<file path="src/rtl/paddle_pos_filter_pkg.sv">
// Shared types and defaults for the paddle position filter.
package paddle_pkg;

    localparam int unsigned ADC_W_DEF = 12;
    localparam int unsigned POS_W_DEF = 8;

    typedef enum logic [1:0] {
        ST_IDLE   = 2'd0,
        ST_SCALE  = 2'd1,
        ST_UPDATE = 2'd2
    } post_state_e;

    // Paddle column used after reset.
    function automatic int unsigned pos_centre(input int unsigned pos_max);
        return pos_max / 2;
    endfunction

endpackage

</file>
<file path="src/rtl/paddle_pos_filter_if.sv">
// ADC sample stream in, paddle position out.
interface paddle_pos_filter_if #(
    parameter int unsigned ADC_W = paddle_pkg::ADC_W_DEF,
    parameter int unsigned POS_W = paddle_pkg::POS_W_DEF
);
    logic             enable;
    logic [ADC_W-1:0] adc_result;
    logic             adc_valid;
    logic [POS_W-1:0] pos;
    logic             pos_valid;
    logic             busy;

    modport master (output enable, adc_result, adc_valid, input pos, pos_valid, busy);
    modport slave  (input enable, adc_result, adc_valid, output pos, pos_valid, busy);
endinterface

</file>
<file path="src/rtl/paddle_pos_filter_sample_averager.sv">
// Box-car accumulator: sums 2^AVG_LOG2 accepted samples and strobes the mean.
module sample_averager #(
    parameter int unsigned ADC_W    = 12,
    parameter int unsigned AVG_LOG2 = 3
) (
    input  logic             clk,
    input  logic             reset_n,
    input  logic             enable_i,
    input  logic [ADC_W-1:0] sample_i,
    input  logic             sample_valid_i,
    output logic [ADC_W-1:0] avg_o,
    output logic             avg_valid_o
);
    localparam int unsigned ACC_W = ADC_W + AVG_LOG2;

    logic [ACC_W-1:0]    acc_q, acc_d, sum_c;
    logic [AVG_LOG2-1:0] cnt_q, cnt_d;
    logic [ADC_W-1:0]    avg_q, avg_d;
    logic                avg_valid_q, avg_valid_d;

    // Disabled clears the partial window; the last sample of a window publishes the mean.
    always_comb begin
        sum_c       = acc_q + ACC_W'(sample_i);
        acc_d       = acc_q;
        cnt_d       = cnt_q;
        avg_d       = avg_q;
        avg_valid_d = 1'b0;
        if (!enable_i) begin
            acc_d = '0;
            cnt_d = '0;
        end else if (sample_valid_i) begin
            if (cnt_q == '1) begin
                avg_d       = sum_c[ACC_W-1:AVG_LOG2];
                acc_d       = '0;
                cnt_d       = '0;
                avg_valid_d = 1'b1;
            end else begin
                acc_d = sum_c;
                cnt_d = cnt_q + AVG_LOG2'(1);
            end
        end
    end

    always_ff @(posedge clk) begin
        if (!reset_n) begin
            acc_q       <= '0;
            cnt_q       <= '0;
            avg_q       <= '0;
            avg_valid_q <= 1'b0;
        end else begin
            acc_q       <= acc_d;
            cnt_q       <= cnt_d;
            avg_q       <= avg_d;
            avg_valid_q <= avg_valid_d;
        end
    end

    assign avg_o       = avg_q;
    assign avg_valid_o = avg_valid_q;
endmodule

</file>
<file path="src/rtl/paddle_pos_filter.sv">
// Averages ADC samples, scales to a paddle column and applies dead-band hysteresis.
// Define PADDLE_INVERT_EN to mirror the column (reversed pot wiring).
module paddle_pos_filter
    import paddle_pkg::*;
#(
    parameter int unsigned ADC_W    = ADC_W_DEF,
    parameter int unsigned AVG_LOG2 = 3,
    parameter int unsigned POS_W    = POS_W_DEF,
    parameter int unsigned POS_MAX  = 239,
    parameter int unsigned DEADBAND = 2
) (
    input  logic                clk,
    input  logic                reset_n,
    paddle_pos_filter_if.slave  bus
);
    localparam int unsigned PROD_W = ADC_W + POS_W + 1;
    localparam int unsigned SCL_W  = POS_W + 1;

    if (AVG_LOG2 < 2 || AVG_LOG2 > 6) begin : g_bad_avg_log2
        $error("AVG_LOG2 must be in 2..6");
    end
    if (POS_MAX >= (1 << POS_W)) begin : g_bad_pos_max
        $error("POS_MAX does not fit POS_W");
    end

    logic [ADC_W-1:0]  avg;
    logic              avg_valid;
    post_state_e       state_q, state_d;
    logic [POS_W-1:0]  scaled_q, scaled_d;
    logic [POS_W-1:0]  pos_q, pos_d;
    logic              pos_valid_q, pos_valid_d;
    logic              busy_q, busy_d;
    logic              first_q, first_d;
    logic              enable_q;
    logic [PROD_W-1:0] prod_c;
    logic [SCL_W-1:0]  scl_c;
    logic [POS_W-1:0]  clamp_c, target_c, diff_c;
    logic              move_c;

    sample_averager #(
        .ADC_W    (ADC_W),
        .AVG_LOG2 (AVG_LOG2)
    ) u_avg (
        .clk            (clk),
        .reset_n        (reset_n),
        .enable_i       (bus.enable),
        .sample_i       (bus.adc_result),
        .sample_valid_i (bus.adc_valid),
        .avg_o          (avg),
        .avg_valid_o    (avg_valid)
    );

    // Scale, clamp, optional mirror, and dead-band decision.
    always_comb begin
        prod_c  = PROD_W'(avg) * PROD_W'(POS_MAX + 1);
        scl_c   = SCL_W'(prod_c >> ADC_W);
        clamp_c = (scl_c > SCL_W'(POS_MAX)) ? POS_W'(POS_MAX) : scl_c[POS_W-1:0];
`ifdef PADDLE_INVERT_EN
        target_c = POS_W'(POS_MAX) - clamp_c;
`else
        target_c = clamp_c;
`endif
        diff_c = (scaled_q >= pos_q) ? (scaled_q - pos_q) : (pos_q - scaled_q);
        move_c = first_q || (diff_c > POS_W'(DEADBAND));
    end

    always_ff @(posedge clk) begin
        if (!reset_n) state_q <= ST_IDLE;
        else          state_q <= state_d;
    end

    always_comb begin
        state_d = state_q;
        case (state_q)
            ST_IDLE:   if (avg_valid) state_d = ST_SCALE;
            ST_SCALE:  state_d = ST_UPDATE;
            ST_UPDATE: state_d = ST_IDLE;
            default:   state_d = ST_IDLE;
        endcase
    end

    // Enable rising edge re-arms the first-update bypass, overriding a same-cycle clear.
    always_comb begin
        scaled_d    = scaled_q;
        pos_d       = pos_q;
        pos_valid_d = 1'b0;
        first_d     = first_q;
        case (state_q)
            ST_SCALE: scaled_d = target_c;
            ST_UPDATE: begin
                if (move_c) begin
                    pos_d       = scaled_q;
                    pos_valid_d = 1'b1;
                    first_d     = 1'b0;
                end
            end
            default: ;
        endcase
        if (bus.enable && !enable_q) first_d = 1'b1;
        busy_d = (state_d != ST_IDLE);
    end

    always_ff @(posedge clk) begin
        if (!reset_n) begin
            scaled_q    <= '0;
            pos_q       <= POS_W'(pos_centre(POS_MAX));
            pos_valid_q <= 1'b0;
            busy_q      <= 1'b0;
            first_q     <= 1'b1;
            enable_q    <= 1'b0;
        end else begin
            scaled_q    <= scaled_d;
            pos_q       <= pos_d;
            pos_valid_q <= pos_valid_d;
            busy_q      <= busy_d;
            first_q     <= first_d;
            enable_q    <= bus.enable;
        end
    end

    assign bus.pos       = pos_q;
    assign bus.pos_valid = pos_valid_q;
    assign bus.busy      = busy_q;
endmodule
</file>
<file path="src/flat_wrapper.sv">
// flat-port wrapper written by rule: the top's interface ports become plain ports
module paddle_pos_filter_flat import paddle_pkg::*;
#(
    parameter int unsigned ADC_W    = ADC_W_DEF,
    parameter int unsigned AVG_LOG2 = 3,
    parameter int unsigned POS_W    = POS_W_DEF,
    parameter int unsigned POS_MAX  = 239,
    parameter int unsigned DEADBAND = 2
)
  (clk, reset_n, bus_enable, bus_adc_result, bus_adc_valid, bus_pos, bus_pos_valid, bus_busy);
  paddle_pos_filter_if #(.ADC_W(ADC_W), .POS_W(POS_W)) bus_i ();
  input  logic clk;
  input  logic reset_n;
  input wire logic [$bits(bus_i.enable)-1:0] bus_enable;
  input wire logic [$bits(bus_i.adc_result)-1:0] bus_adc_result;
  input wire logic [$bits(bus_i.adc_valid)-1:0] bus_adc_valid;
  output wire logic [$bits(bus_i.pos)-1:0] bus_pos;
  output wire logic [$bits(bus_i.pos_valid)-1:0] bus_pos_valid;
  output wire logic [$bits(bus_i.busy)-1:0] bus_busy;
  assign bus_i.enable = bus_enable;
  assign bus_i.adc_result = bus_adc_result;
  assign bus_i.adc_valid = bus_adc_valid;
  assign bus_pos = bus_i.pos;
  assign bus_pos_valid = bus_i.pos_valid;
  assign bus_busy = bus_i.busy;
  paddle_pos_filter #(.ADC_W(ADC_W), .AVG_LOG2(AVG_LOG2), .POS_W(POS_W), .POS_MAX(POS_MAX), .DEADBAND(DEADBAND)) u_core (.clk(clk), .reset_n(reset_n), .bus(bus_i));
endmodule
</file>
<file path="config.mk">
export PLATFORM = sky130hd
export DESIGN_NAME = paddle_pos_filter_flat
export DESIGN_NICKNAME = d
export VERILOG_FILES = /design/src/rtl/paddle_pos_filter_pkg.sv /design/src/rtl/paddle_pos_filter_if.sv /design/src/rtl/paddle_pos_filter_sample_averager.sv /design/src/rtl/paddle_pos_filter.sv /design/src/flat_wrapper.sv
export SDC_FILE = /design/constraint.sdc
export NUM_CORES = 1
export LEC_CHECK = 0
export CAP_MARGIN = 30
export CORE_MARGIN = 2
export CORE_UTILIZATION = 38
export DETAILED_ROUTE_END_ITERATION = 16
export DONT_BUFFER_PORTS = 1
export PLACE_DENSITY = 0.58
export SYNTH_ARGS = -nofsm -noshare
export SYNTH_HDL_FRONTEND = slang
export SYNTH_SLANG_ARGS = --single-unit
</file>
<file path="constraint.sdc">
create_clock -name clk -period 6.35 [get_ports clk]
set_input_delay 1.5875 -clock clk [delete_from_list [all_inputs] [get_ports clk]]
set_output_delay 1.5875 -clock clk [all_outputs]
set_load 0.005 [all_outputs]
</file>
==> results of run 1 <==
metrics by stage:
step	utilization [%]	total power [W]
5_1_grt	40.87	0.0006991
6_report	40.87	0.0006699
2_1_floorplan	-	0.0003948
3_3_place_gp	39.62	0.0004041
4_1_cts	40.87	0.0006793
3_5_place_dp	39.62	0.0004040
kinds of logic (layout without fill, tap and decap cells):
logic type	count (synthesis)	in the layout	share of synthesized area (%)
buffers and inverters	89	75	8.287
adders and majority gates	71	71	23.66
and+or+nand+nor	145	145	17.41
AOI/OAI and AO/OA	136	136	20.93
xor gates and xnor gates	18	18	3.516
muxes	11	11	2.539
DFF	53	53	23.66
power breakdown:
group	switching, W	internal (W)	total, W
sequential	0.00000235	0.000336	0.000339
combinational	0.0000350	0.0000231	0.0000581
clock	0.000127	0.000147	0.000273
total	0.000164	0.000506	0.000670
cells in the final DEF (no fill, tap or decap), types with 4 or more instances in the layout:
master      n
inv_1      67
dfxtp_1    53
ha_1       48
nor2_1     36
a21oi_1    32
nand2_1    29
fa_1       23
o21ai_0    18
xor2_1     11
nor2b_1    10
a31oi_1    10
nor3_1     10
a21o_1      9
nand3_1     9
nor4_1      9
and3_1      8
mux2i_1     8
xnor2_1     7
nand2b_1    6
o31a_2      6
o21a_1      5
o31ai_1     5
o21ai_1     5
clkbuf_16   5
a211oi_1    4
a221oi_1    4
and2_1      4
state kept, by name (all words and copies together), names as in the netlist:
signal,flops
u_core.u_avg.acc_q,15
u_core.u_avg.avg_o,12
u_core.bus.pos,8
u_core.scaled_q,8
u_core.u_avg.cnt_q,3
u_core.state_q,2
u_core.bus.busy,1
u_core.bus.pos_valid,1
u_core.enable_q,1
u_core.first_q,1
u_core.u_avg.avg_valid_o,1
final timing paths:
check | startpoint | endpoint | depth (start not counted)
worst max register to register | u_core.u_avg.avg_o[9] | u_core.scaled_q[3] | 12
worst min register to register | u_core.u_avg.avg_o[7] | u_core.u_avg.avg_o[7] | 2
worst max-delay path | u_core.u_avg.avg_o[9] | u_core.scaled_q[3] | 12
worst min-delay path | u_core.u_avg.avg_o[7] | u_core.u_avg.avg_o[7] | 2
metal layers:
metal / global-route usage, % / vias to the layer above / share of wire, % / routed length [um]
met3: 4.428 / 12 / 4.6 / 445
met4: 3.984 / 0 / 1.7 / 163
met1: 20.14 / 1672 / 46 / 4432
met2: 26.27 / 76 / 48 / 4585
li1: - / 1811 / - / -
met5: 0 / - / 0 / 0
layout make-up:
| type | count | area (um^2) | area share, % |
|---|---|---|---|
| clock buffers | 6 | 128.9 | 2.750 |
| clock inverters | 2 | 15.01 | 0.3203 |
| inverters | 67 | 251.5 | 5.366 |
| multi-input cells | 381 | 3052 | 65.11 |
| flip-flops and latches | 53 | 1061 | 22.64 |
| well taps | 143 | 178.9 | 3.817 |
worst register-to-register path, delay by kind of cell, from the launching register on:
family          cells  cell delay [ns]
compound gates      4             0.80
fa+ha+maj           3             1.35
buf+inv             2             0.28
simple gates        2             0.79
flops               1             0.32
xor+xnor            1             0.18
==> impl_metrics.csv, run 1 <==
group,metric,value,unit
grt,grt_max_degree,24,
final_layout,fin_area,4687,um^2
placed_design,preCtsSetupSlack,2.289,ns
final_layout,layout-drive-gt1-share,6.287,%
sta,fin_skew,0.009367,ns
synthesis,synth_top_cell_by_area,"dfxtp_1",
setup_path,worstPathArrival,4.03,ns
sta,hold_slack,0.4619,ns
clocking,post_cts_resized,0,
pwr,power_density,142.9,nW/um^2
clocking,cts_tree,"done",
setup_path,cp_slowest_stage_delay,0.60,ns
placed_design,post-dp-hpwl,7620,um
sta,rsz0062_at_grt,"false",
setup_path,required,6.55,ns
routing,drt_iter0_drc,152,
synthesis,synth_most_common_cell,"inv_1",
sta,hold_viol,0,
pwr,peakVddDrop,118.1,uV
setup_path,r2r_slack,2.51,ns
placed_design,dp.cells,644,
clocking,cts.sinks,53,
grt,grt_pass1_wl,16370,um
final_layout,finalNonFillerCells,652,
placed_design,placed_area,4543,um^2
setup_path,path_buf_inv,2,
clocking,postCtsSetupRepairBufs,0,
die,num_io_pins,26,
pwr,leakage,2.007,nW
synthesis,synthTopCellsByCount,"inv_1, dfxtp_1, ha_1, nor2_1, a21oi_1",
synthesis,syn_area_per_cell,8.574,um^2
synthesis,async_flop_share,0,%
clocking,insertion_delay,0.30,ns
sta,tns,0,ns
clocking,cts-root-buf,"clkbuf_16",
die,dieHeight,112.6,um
synthesis,netlist_instances,523,
routing,drtAntennaViolNets,0,
setup_path,cp_top_family,"adder cells",
routing,first_pass_iters,4,
synthesis,synth_edf_count,0,
routing,vias_per_cell,5.477,
routing,drt-wirelength-per-cell,14.76,um
grt,grtUsageTotal,15.75,%
sta,slew_viol_final,0,
synthesis,synth_top_area_share,23.66,%
final_layout,syn2layout_area_growth,4.520,%
routing,vias,3571,
synthesis,synth_area_leaders,"dfxtp_1, ha_1, fa_1",
sta,worstMarginPinSlew,0.7866,ns
synthesis,ys_warn_count,0,
grt,grt_pass1_vias,3441,
final_layout,antenna_cells,0,
clocking,htree_levels,2,
setup_path,crit_fanout,5,
die,start_util,39.11,%
clocking,cts_made_buffers,5,
clocking,cts_buffer_depth,2,
grt,antenna_found_initial,0,
synthesis,yosys_most_used_dff,"dfxtp_1",
worst_hold_path,hp-class,"reg2reg",
job,cap_violations,0,
grt,grt_overflow_total,0,
final_layout,final_nets,595,
sta,clock.fmax,0.2607,GHz
setup_path,worst_setup_path_start_kind,"flop",
routing,totalWireLength,9626,um
synthesis,ys_seq_area_share,23.66,%
die,fp-row-count,39,
setup_path,cp-end-kind,"flop",
die,die_area,12690,um^2
synthesis,synth_nets,610,
sta,timing.final.ws_setup,2.515,ns
run_status,outcome,"complete, no violations",
sta,period_needed,3.835,ns
synthesis,synth.distinct_cells,67,
die,die_width,112.6,um
setup_path,crit_type,"reg2reg",
placed_design,io_buffers,0,
final_layout,nFillCells,1158,
sta,period_share,60.40,%
clocking,path_clk_slew,0.07,ns
synthesis,netlist_area,4484,um^2
setup_path,crit_slowest_cell,"or4b_1",
setup_path,cp_cell_sequence,"inv_1 > fa_1 > fa_1 > inv_1 > ha_1 > and3_1 > o21ai_0 > o21ai_1 > o22ai_1 > xor2_1 > or4b_1 > a221oi_1",
die,fp.coreArea,11470,um^2
synthesis,ys_seq_elements,53,
routing,drc,0,
sta,setup_viol,0,
clocking,cts_hold_buf,0,
sta,slew_headroom,47.17,%
placed_design,gp_congestion,0.9475,
Power figures use the tool's default switching activity.
==> run 2, diff against run 1 <==
- clock period: 6.35 -> 3.85 ns (I/O delays scaled with it)
==> run 2 against run 1 <==
  * Combinational power increased by 66%
  * Worst setup slack got worse by 2.3 ns
  * Clock skew decreased by 0.0012 ns
  * Cell count increased by 0.15%
  * Highest routed layer unchanged
==> impl_metrics.csv, run 2 (same netlist as run 1, synthesis figures left out) <==
group,metric,value,unit
clocking,postCtsSetupRepairBufs,0,
pwr,seqPwrFrac,51.3,%
placed_design,preCtsSetupSlack,0.09107,ns
placed_design,gp_congestion,0.9234,
sta,setup_viol,0,
grt,antenna_found_initial,0,
routing,drc,0,
setup_path,crit_fanout,4,
sta,period_share,94.86,%
grt,grt_pass1_vias,3582,
die,fp-row-count,39,
grt,grt_max_degree,24,
placed_design,dp.cells,645,
pwr,swShare,23.66,%
grt,use_met2,28.34,%
pwr,comb_power_share,8.8,%
grt,met1_usage,19.59,%
final_layout,syn2layout_area_growth,4.743,%
clocking,cts.sinks,53,
clocking,post_cts_resized,0,
pwr,power_switching,0.0002579,W
final_layout,layout_common_cells,"inv_1, dfxtp_1, ha_1",
worst_hold_path,hp-class,"reg2reg",
routing,vias,3608,
clocking,cts_hold_buf,0,
sta,worstMarginPinSlew,0.6979,ns
final_layout,final_common_cell,"inv_1",
die,die_width,112.6,um
final_layout,top_register,"u_core.u_avg.acc_q",
final_layout,layout-drive-gt1-share,7.059,%
job,cap_violations,0,
pwr,power_density,232.1,nW/um^2
placed_design,io_buffers,0,
pwr,p_total,0.001090,W
grt,grtUsageTotal,16.04,%
setup_path,required,4.04,ns
die,fp.coreArea,11470,um^2
pwr,p_clk_share,39.9,%
grt,top_usage_layer,"met2",
die,dieHeight,112.6,um
grt,grt_pass1_wl,16780,um
die,num_io_pins,26,
routing,drt-wirelength-per-cell,15.03,um
sta,slew_viol_final,0,
setup_path,crit_type,"reg2reg",
setup_path,cp-end-kind,"flop",
sta,period_needed,3.652,ns
routing,drtAntennaViolNets,0,
final_layout,final_nets,596,
clocking,cts-root-buf,"clkbuf_16",
final_layout,antenna_cells,0,
final_layout,largest_reg_flops,15,
clocking,htree_levels,2,
clocking,path_clk_slew,0.07,ns
routing,totalWireLength,9812,um
die,die_area,12690,um^2
clocking,insertion_delay,0.29,ns
sta,hold_viol,0,
clocking,cts_buffer_depth,2,
final_layout,finalNonFillerCells,653,
setup_path,worstPathArrival,3.84,ns
pwr,leakage,2.023,nW
placed_design,post-dp-hpwl,7806,um
pwr,p_int,0.0008323,W
clocking,cts_made_buffers,5,
die,start_util,39.11,%
routing,first_pass_iters,4,
routing,vias_per_cell,5.525,
sta,fin_skew,0.008131,ns
sta,slew_headroom,53.42,%
final_layout,final_util,40.96,%
clocking,cts_tree,"done",
setup_path,worst_setup_path_start_kind,"flop",
pwr,peakVddDrop,165.2,uV
routing,drt_iter0_drc,145,
grt,grt_overflow_total,0,
grt,gr-usage-met3,3.834,%
run_status,outcome,"complete, no violations",
sta,timing.final.ws_setup,0.1978,ns
sta,clock.fmax,0.2738,GHz
## run 2: cell types whose count changed in the layout (fill, tap and decap cells not counted)
cell	delta
inv_1	-1
inv_2	+1
a21oi_2	+1
a21boi_1	+1
a21boi_0	-1
buf_4	+1
clkinv_2	+2
o21ai_2	+1
clkinvlp_4	-2
o21ai_0	-1
a21oi_1	-1
## run 2: worst paths after layout
check / cells past startpoint / to / startpoint / slack (ns)
min: 2 / u_core.u_avg.avg_o[7] / u_core.u_avg.avg_o[7] / 0.46
max: 12 / u_core.scaled_q[3] / u_core.u_avg.avg_o[3] / 0.20
max reg2reg: 12 / u_core.scaled_q[3] / u_core.u_avg.avg_o[3] / 0.20
min reg2reg: 2 / u_core.u_avg.avg_o[7] / u_core.u_avg.avg_o[7] / 0.46
## run 2: cell type report
type | count | area (um^2)
flip-flops and latches | 53 | 1061
fillers | 1136 | 6770
clock inverters | 2 | 10.01
well taps | 143 | 178.9
repair buffers | 1 | 7.507
inverters | 67 | 251.5
clock buffers | 6 | 128.9
multi-input cells | 381 | 3059
## run 2: critical path, stage by stage, from the launching register on
cell and delay (ns):
dfxtp_1 0.38, inv_1 0.12, fa_1 0.47, fa_1 0.51, inv_1 0.04, ha_1 0.19, a211oi_1 0.29, o21a_1 0.23
o21ai_2 0.10, a21oi_1 0.23, xnor2_1 0.17, or4b_1 0.53, a221oi_1 0.26
## run 2: per-layer routing
layer  vias to the layer above  wire length, um
li1                       1813                -
met1                      1722             4494
met2                        61             4766
met3                        12              381
met4                         0              169
met5                         -                0
## run 2: power by group through the flow
stage,clock network [W],logic (W),registers [W]
3_3_place_gp,0,0.0000939,0.000571
4_1_cts,0.000448,0.0000968,0.000559
5_1_grt,0.000473,0.000110,0.000559
6_report,0.000435,0.0000963,0.000559
3_5_place_dp,0,0.0000962,0.000572
2_1_floorplan,0,0.0000811,0.000570
## run 2: per-stage QoR
step / hold WS (ns) / cell area [um^2] / setup TNS [ns]
finish: 0.4625 / 4697 / 0
floorplan: 0.4363 / 4484 / 0
detailed placement: 0.4569 / 4551 / 0
global route: 0.5036 / 4697 / -0.005837
CTS: 0.4664 / 4690 / 0
global placement: 0.4515 / 4551 / 0
==> run 3, diff against run 2 <==
- SLEW_MARGIN: default -> 10
- TNS_END_PERCENT: default -> 1
==> results of run 3 <==
The final DEF is identical to that of run 2; final timing and power are the same.
